===== src/rtl/pcie_tx_vc0_arbiter.sv =====
// rtl/pcie_tx_vc0_arbiter.sv - credit-gated round-robin arbiter sharing the x1 PCIe core VC0 TX port
module pcie_tx_vc0_arbiter #(
    parameter int NUM_REQ     = 3,
    parameter int REQ_TIMEOUT = 1023
) (
    input  logic                    sys_clk_125,
    input  logic                    rst,
    input  logic                    dl_up,
    input  logic [NUM_REQ-1:0]      src_req,
    input  logic [2*NUM_REQ-1:0]    src_type,
    input  logic [11*NUM_REQ-1:0]   src_dcr,
    input  logic [16*NUM_REQ-1:0]   src_data,
    input  logic [NUM_REQ-1:0]      src_st,
    input  logic [NUM_REQ-1:0]      src_end,
    input  logic [NUM_REQ-1:0]      src_nlfy,
    output logic [NUM_REQ-1:0]      src_grant,
    input  logic [8:0]              tx_ca_ph_vc0,
    input  logic [8:0]              tx_ca_nph_vc0,
    input  logic [8:0]              tx_ca_cplh_vc0,
    input  logic [12:0]             tx_ca_pd_vc0,
    input  logic [12:0]             tx_ca_npd_vc0,
    input  logic [12:0]             tx_ca_cpld_vc0,
    input  logic                    tx_rdy_vc0,
    output logic                    tx_req_vc0,
    output logic [15:0]             tx_data_vc0,
    output logic                    tx_st_vc0,
    output logic                    tx_end_vc0,
    output logic                    tx_nlfy_vc0,
    output logic                    req_timeout
);

    localparam int PW = (NUM_REQ > 1) ? $clog2(NUM_REQ) : 1;
    localparam int CW = (REQ_TIMEOUT > 1) ? $clog2(REQ_TIMEOUT + 1) : 1;

    localparam logic [1:0] ST_IDLE = 2'd0;
    localparam logic [1:0] ST_REQ  = 2'd1;
    localparam logic [1:0] ST_XFER = 2'd2;

    logic [1:0]         state_q, state_d;
    logic [PW-1:0]      rr_ptr_q, rr_ptr_d;
    logic [PW-1:0]      winner_q, winner_d;
    logic               tx_req_q, tx_req_d;
    logic [NUM_REQ-1:0] grant_q, grant_d;
    logic [CW-1:0]      cnt_q, cnt_d;
    logic               timeout_q, timeout_d;

    logic [NUM_REQ-1:0] eligible;
    logic [1:0]         cur_type;
    logic [10:0]        cur_dcr;
    logic               hdr_ok, dat_ok;

    // Header credits compare on [7:0], data on [11:0]; the top bit of each pool means infinite.
    always_comb begin
        eligible = '0;
        cur_type = 2'b00;
        cur_dcr  = '0;
        hdr_ok   = 1'b0;
        dat_ok   = 1'b0;
        for (int i = 0; i < NUM_REQ; i++) begin
            cur_type = src_type[2*i +: 2];
            cur_dcr  = src_dcr[11*i +: 11];
            case (cur_type)
                2'b00: begin
                    hdr_ok = tx_ca_ph_vc0[8] || (tx_ca_ph_vc0[7:0] != 8'd0);
                    dat_ok = tx_ca_pd_vc0[12] || (tx_ca_pd_vc0[11:0] >= {1'b0, cur_dcr});
                end
                2'b01: begin
                    hdr_ok = tx_ca_nph_vc0[8] || (tx_ca_nph_vc0[7:0] != 8'd0);
                    dat_ok = tx_ca_npd_vc0[12] || (tx_ca_npd_vc0[11:0] >= {1'b0, cur_dcr});
                end
                2'b10: begin
                    hdr_ok = tx_ca_cplh_vc0[8] || (tx_ca_cplh_vc0[7:0] != 8'd0);
                    dat_ok = tx_ca_cpld_vc0[12] || (tx_ca_cpld_vc0[11:0] >= {1'b0, cur_dcr});
                end
                default: begin
                    hdr_ok = 1'b0;
                    dat_ok = 1'b0;
                end
            endcase
            eligible[i] = src_req[i] && hdr_ok && dat_ok;
        end
    end

    logic          found;
    logic [PW-1:0] pick;
    logic [PW-1:0] scan_idx;
    int            scan_pos;

    // First eligible requester at or after rr_ptr, wrapping to 0.
    always_comb begin
        found    = 1'b0;
        pick     = '0;
        scan_pos = 0;
        scan_idx = '0;
        for (int k = 0; k < NUM_REQ; k++) begin
            scan_pos = int'(rr_ptr_q) + k;
            if (scan_pos >= NUM_REQ) begin
                scan_pos = scan_pos - NUM_REQ;
            end
            scan_idx = PW'(scan_pos);
            if (!found && eligible[scan_idx]) begin
                found = 1'b1;
                pick  = scan_idx;
            end
        end
    end

    logic [15:0] win_data;
    logic        win_st, win_end, win_nlfy;

    always_comb begin
        win_data = '0;
        win_st   = 1'b0;
        win_end  = 1'b0;
        win_nlfy = 1'b0;
        for (int i = 0; i < NUM_REQ; i++) begin
            if (winner_q == PW'(i)) begin
                win_data = src_data[16*i +: 16];
                win_st   = src_st[i];
                win_end  = src_end[i];
                win_nlfy = src_nlfy[i];
            end
        end
    end

    logic pass_en;
    assign pass_en = (state_q == ST_XFER) && (|grant_q);

    always_comb begin
        state_d   = state_q;
        rr_ptr_d  = rr_ptr_q;
        winner_d  = winner_q;
        tx_req_d  = tx_req_q;
        grant_d   = grant_q;
        cnt_d     = cnt_q;
        timeout_d = 1'b0;
        case (state_q)
            ST_IDLE: begin
                if (dl_up && found) begin
                    winner_d = pick;
                    tx_req_d = 1'b1;
                    cnt_d    = '0;
                    state_d  = ST_REQ;
                end
            end
            ST_REQ: begin
                // Core readiness beats both link-down abort and timeout in the same cycle.
                if (tx_rdy_vc0) begin
                    tx_req_d = 1'b0;
                    grant_d  = NUM_REQ'(1) << winner_q;
                    cnt_d    = '0;
                    state_d  = ST_XFER;
                end else if (!dl_up) begin
                    tx_req_d = 1'b0;
                    cnt_d    = '0;
                    state_d  = ST_IDLE;
                end else if (cnt_q == CW'(REQ_TIMEOUT - 1)) begin
                    tx_req_d  = 1'b0;
                    timeout_d = 1'b1;
                    cnt_d     = '0;
                    state_d   = ST_IDLE;
                end else begin
                    cnt_d = cnt_q + 1'b1;
                end
            end
            ST_XFER: begin
                if (win_end) begin
                    grant_d  = '0;
                    rr_ptr_d = (winner_q == PW'(NUM_REQ - 1)) ? '0 : winner_q + 1'b1;
                    state_d  = ST_IDLE;
                end
            end
            default: begin
                tx_req_d = 1'b0;
                grant_d  = '0;
                cnt_d    = '0;
                state_d  = ST_IDLE;
            end
        endcase
    end

    always_ff @(posedge sys_clk_125 or posedge rst) begin
        if (rst) begin
            state_q   <= ST_IDLE;
            rr_ptr_q  <= '0;
            winner_q  <= '0;
            tx_req_q  <= 1'b0;
            grant_q   <= '0;
            cnt_q     <= '0;
            timeout_q <= 1'b0;
        end else begin
            state_q   <= state_d;
            rr_ptr_q  <= rr_ptr_d;
            winner_q  <= winner_d;
            tx_req_q  <= tx_req_d;
            grant_q   <= grant_d;
            cnt_q     <= cnt_d;
            timeout_q <= timeout_d;
        end
    end

    assign src_grant   = grant_q;
    assign tx_req_vc0  = tx_req_q;
    assign req_timeout = timeout_q;
    assign tx_data_vc0 = pass_en ? win_data : 16'h0000;
    assign tx_st_vc0   = pass_en & win_st;
    assign tx_end_vc0  = pass_en & win_end;
    assign tx_nlfy_vc0 = pass_en & win_nlfy;

endmodule


===== config.mk =====
export PLATFORM = sky130hd
export DESIGN_NAME = pcie_tx_vc0_arbiter
export DESIGN_NICKNAME = d
export VERILOG_FILES = /design/src/rtl/pcie_tx_vc0_arbiter.sv
export SDC_FILE = /design/constraint.sdc
export NUM_CORES = 1
export LEC_CHECK = 0
export CAP_MARGIN = 20
export CORE_AREA = 2 2 101 103
export DETAILED_ROUTE_END_ITERATION = 12
export DIE_AREA = 0 0 103 105
export HOLD_SLACK_MARGIN = 0.06
export PLACE_DENSITY_LB_ADDON = 0.05
export SLEW_MARGIN = 40
export SYNTH_ARGS = -nofsm -noshare
export SYNTH_HDL_FRONTEND = slang
export SYNTH_SLANG_ARGS = --single-unit

===== constraint.sdc =====
create_clock -name sys_clk_125 -period 2.8 [get_ports sys_clk_125]
set_input_delay 0.56 -clock sys_clk_125 [delete_from_list [all_inputs] [get_ports sys_clk_125]]
set_output_delay 0.56 -clock sys_clk_125 [all_outputs]
set_load 0.01 [all_outputs]

==> impl_metrics.env <==
export IMPL_synthFlopType="dfrtp_1"
export IMPL_antenna_left=0
export IMPL_p_leak_nw=3.56
export IMPL_layout_drive_gt1_share=0.446
export IMPL_num_antenna_cells=0
export IMPL_rrSetupSlack_ns=0.15
export IMPL_cp_depth=13
export IMPL_cts_buffers=3
export IMPL_postSynthAreaPerCell_um2=7.89
export IMPL_grt_max_degree=24
export IMPL_utilization=0.868
export IMPL_start_kind="input port"
export IMPL_critPathSlowestCell="clkdlybuf4s50_1"
export IMPL_crit_arrival_ns=3.18
export IMPL_fin_total_pwr_mw=2.83
export IMPL_dieArea_um2=10800
export IMPL_place_gp_congestion=0.945
export IMPL_grt_pass1_vias=5556
export IMPL_grt_antenna_before_repair=0
export IMPL_fin_nets=1093
export IMPL_start_util=0.427
export IMPL_use_met1=0.345
export IMPL_crit_family="compound AO/OA/AOI/OAI gates"
export IMPL_ys_types=61
export IMPL_slew_viol_final=0
export IMPL_synth_top_area_share=0.316
export IMPL_die_h_um=105
export IMPL_busiest_layer="met2"
export IMPL_powerDensity_nw_per_um2=338
export IMPL_grt_use_met2=0.535
export IMPL_r2r_start="rr_ptr_q[0]$_DFFE_PP0P_"
export IMPL_ys_async_sr_fraction=1.00
export IMPL_route_detailed_drc=0
export IMPL_synth_edf_count=0
export IMPL_end_kind="register"
export IMPL_worst_pin_slew_ns=0.445
export IMPL_ctsHtreeMaxLevel=1
export IMPL_placed_area_um2=6900
export IMPL_yosysWarnings=0
export IMPL_worstPathCellList="clkdlybuf4s50_1 > nor2_1 > nand3_1 > buf_4 > nor2_4 > a2111oi_4 > buf_4 > a32oi_4 > o221ai_2 > a211oi_2 > buf_4 > o21bai_4 > a31oi_1"
export IMPL_final_area_um2=8370
export IMPL_firstDrtPassIters=5
export IMPL_cp_required_ns=2.97
export IMPL_met3_usage=0.0522
export IMPL_vias=5531
export IMPL_grt_pass1_wl_mm=25.8
export IMPL_period_needed_ns=3.01
export IMPL_clockBufferDepth=2
export IMPL_synthTopCellsByArea="ha_1, dfrtp_1, nor2_1"
export IMPL_rows=36
export IMPL_status="complete, but fails checks"
export IMPL_synth_area_um2=4120
export IMPL_post_synth_top_count_cell="ha_1"
export IMPL_rr_worst_depth=11
export IMPL_syn_inst=522
export IMPL_cp_common_cell="buf_4"
export IMPL_ys_seq_elements=21
export IMPL_violations="negative setup slack"
export IMPL_seq_area_frac_synth=0.128
export IMPL_place_port_buffers=192
export IMPL_yosysTopAreaCell="ha_1"
export IMPL_max_freq_mhz=332
export IMPL_worst_path_buf_inv=4
export IMPL_clock_latency_ns=0.26
export IMPL_finalHoldViolations=0
export IMPL_cts_sinks=21
export IMPL_clockRootBuffer="clkbuf_8"
export IMPL_synth_fp_nets=795
export IMPL_cap_violations=0
export IMPL_io_pins=193
export IMPL_whs_ns=0.508
export IMPL_drt_wl_total_mm=19.8
export IMPL_crit_path_end="cnt_q[9]$_DFFE_PP0P_"
export IMPL_coreArea_um2=9640
export IMPL_grt_overflow=0
export IMPL_drtIter0Drc=249
export IMPL_drt_wirelength_per_cell_um=20.8
export IMPL_area_growth_pct=103
export IMPL_cts_clk_slew_worst_paths_ns=0.08
export IMPL_rsz0062_at_grt="yes"
export IMPL_dp_slack_ns=-0.948
export IMPL_die_w_um=103
export IMPL_path_max_fanout=5
export IMPL_rr_endpoint="cnt_q[9]$_DFFE_PP0P_"
export IMPL_vias_per_cell=5.81
export IMPL_setup_viol=14
export IMPL_slew_headroom=0.703
export IMPL_path_class="input port to register"
export IMPL_setup_ws_ns=-0.210
export IMPL_finalCritPeriodShare=1.07
export IMPL_dpl_hpwl_mm=12.9
export IMPL_hold_class="register to register"
export IMPL_cts_tree="done"
export IMPL_skew_ns=0.00547
export IMPL_crit_start="tx_ca_ph_vc0[6]"
export IMPL_synth_common_cells="ha_1, nor2_1, inv_1"
export IMPL_irDropWorstVdd_uv=262
export IMPL_slowest_delay_ns=0.42
export IMPL_grt_use_total=0.298
[power breakdown]
| group | switching (mW) | internal [mW] | total, mW |
|---|---|---|---|
| combinational | 1.11 | 1.09 | 2.20 |
| clock | 0.101 | 0.0992 | 0.200 |
| sequential | 0.0582 | 0.370 | 0.428 |
[sequential cells by signal (all words and copies together) (netlist names)]
signal and flops:
state_q 2, tx_req_vc0 1, src_grant 3, req_timeout 1
rr_ptr_q 2, winner_q 2, cnt_q 10
[stage by stage]
stage / TNS, ns / instances
2_1_floorplan: -0.0326 / 522
3_3_place_gp: -10.58 / 924
3_5_place_dp: -12.37 / 924
4_1_cts: -0.599 / 945
5_1_grt: -2.56 / 952
6_report: -1.56 / 952
[layout make-up]
class	instances	area [um^2]
repair buffers	304	2700
fillers	533	1270
clock inverters	1	5.00
inverters	53	224
clock buffers	3	41.3
flip-flops and latches	21	526
multi-input cells	437	4700
well taps	133	166
[worst min-delay path by stage]
stage	start	slack [ns]	cells past startpoint	endpoint
after floorplan	cnt_q[8]$_DFFE_PP0P_	0.44	1	cnt_q[8]$_DFFE_PP0P_
after global placement	cnt_q[8]$_DFFE_PP0P_	0.47	1	cnt_q[8]$_DFFE_PP0P_
after detailed placement	cnt_q[9]$_DFFE_PP0P_	0.48	1	cnt_q[9]$_DFFE_PP0P_
after CTS	cnt_q[9]$_DFFE_PP0P_	0.49	1	cnt_q[9]$_DFFE_PP0P_
after global routing	cnt_q[8]$_DFFE_PP0P_	0.52	1	cnt_q[8]$_DFFE_PP0P_
final	cnt_q[8]$_DFFE_PP0P_	0.51	1	cnt_q[8]$_DFFE_PP0P_
[cells in the final DEF (no fill, tap or decap), types with 11 or more instances in the layout]
master,netlist,routed
a21oi_1,43,32
buf_2,0,17
buf_4,0,96
buf_6,0,31
clkbuf_2,0,18
clkdlybuf4s50_1,0,111
dfrtp_1,21,21
dlygate4sd2_1,0,14
ha_1,104,41
ha_4,0,58
inv_1,53,19
inv_2,0,28
mux2i_1,21,21
nand2_1,21,18
nor2_1,64,61
o21ai_2,0,11
[routing by layer]
layer  up-vias  wire (um)
li1       2552          -
met1      2592       7360
met2       312      10100
met3        75       1440
met4         0        887
met5         -          0
[logic make-up (layout without fill, tap and decap cells)]
| family | after synthesis | after routing | synth area share |
|---|---|---|---|
| AO/OA/AOI/OAI | 138 | 139 | 0.224 |
| adder cells (fa/ha/maj) | 104 | 104 | 0.316 |
| buffers and inverters | 65 | 361 | 0.0592 |
| AND/OR/NAND/NOR | 170 | 170 | 0.213 |
| flip-flops | 21 | 21 | 0.128 |
| multiplexers | 24 | 24 | 0.0601 |
[what timing repair did]
item	4_1_cts	5_1_grt
gates resized for setup	323	168
hold buffers	0	0
setup endpoints to repair	14	15
buffers inserted	18	8
pin swaps	85	83
hold endpoints to repair	0	0
gates cloned	1	0
Note: power is estimated with default switching activity, not from simulation.
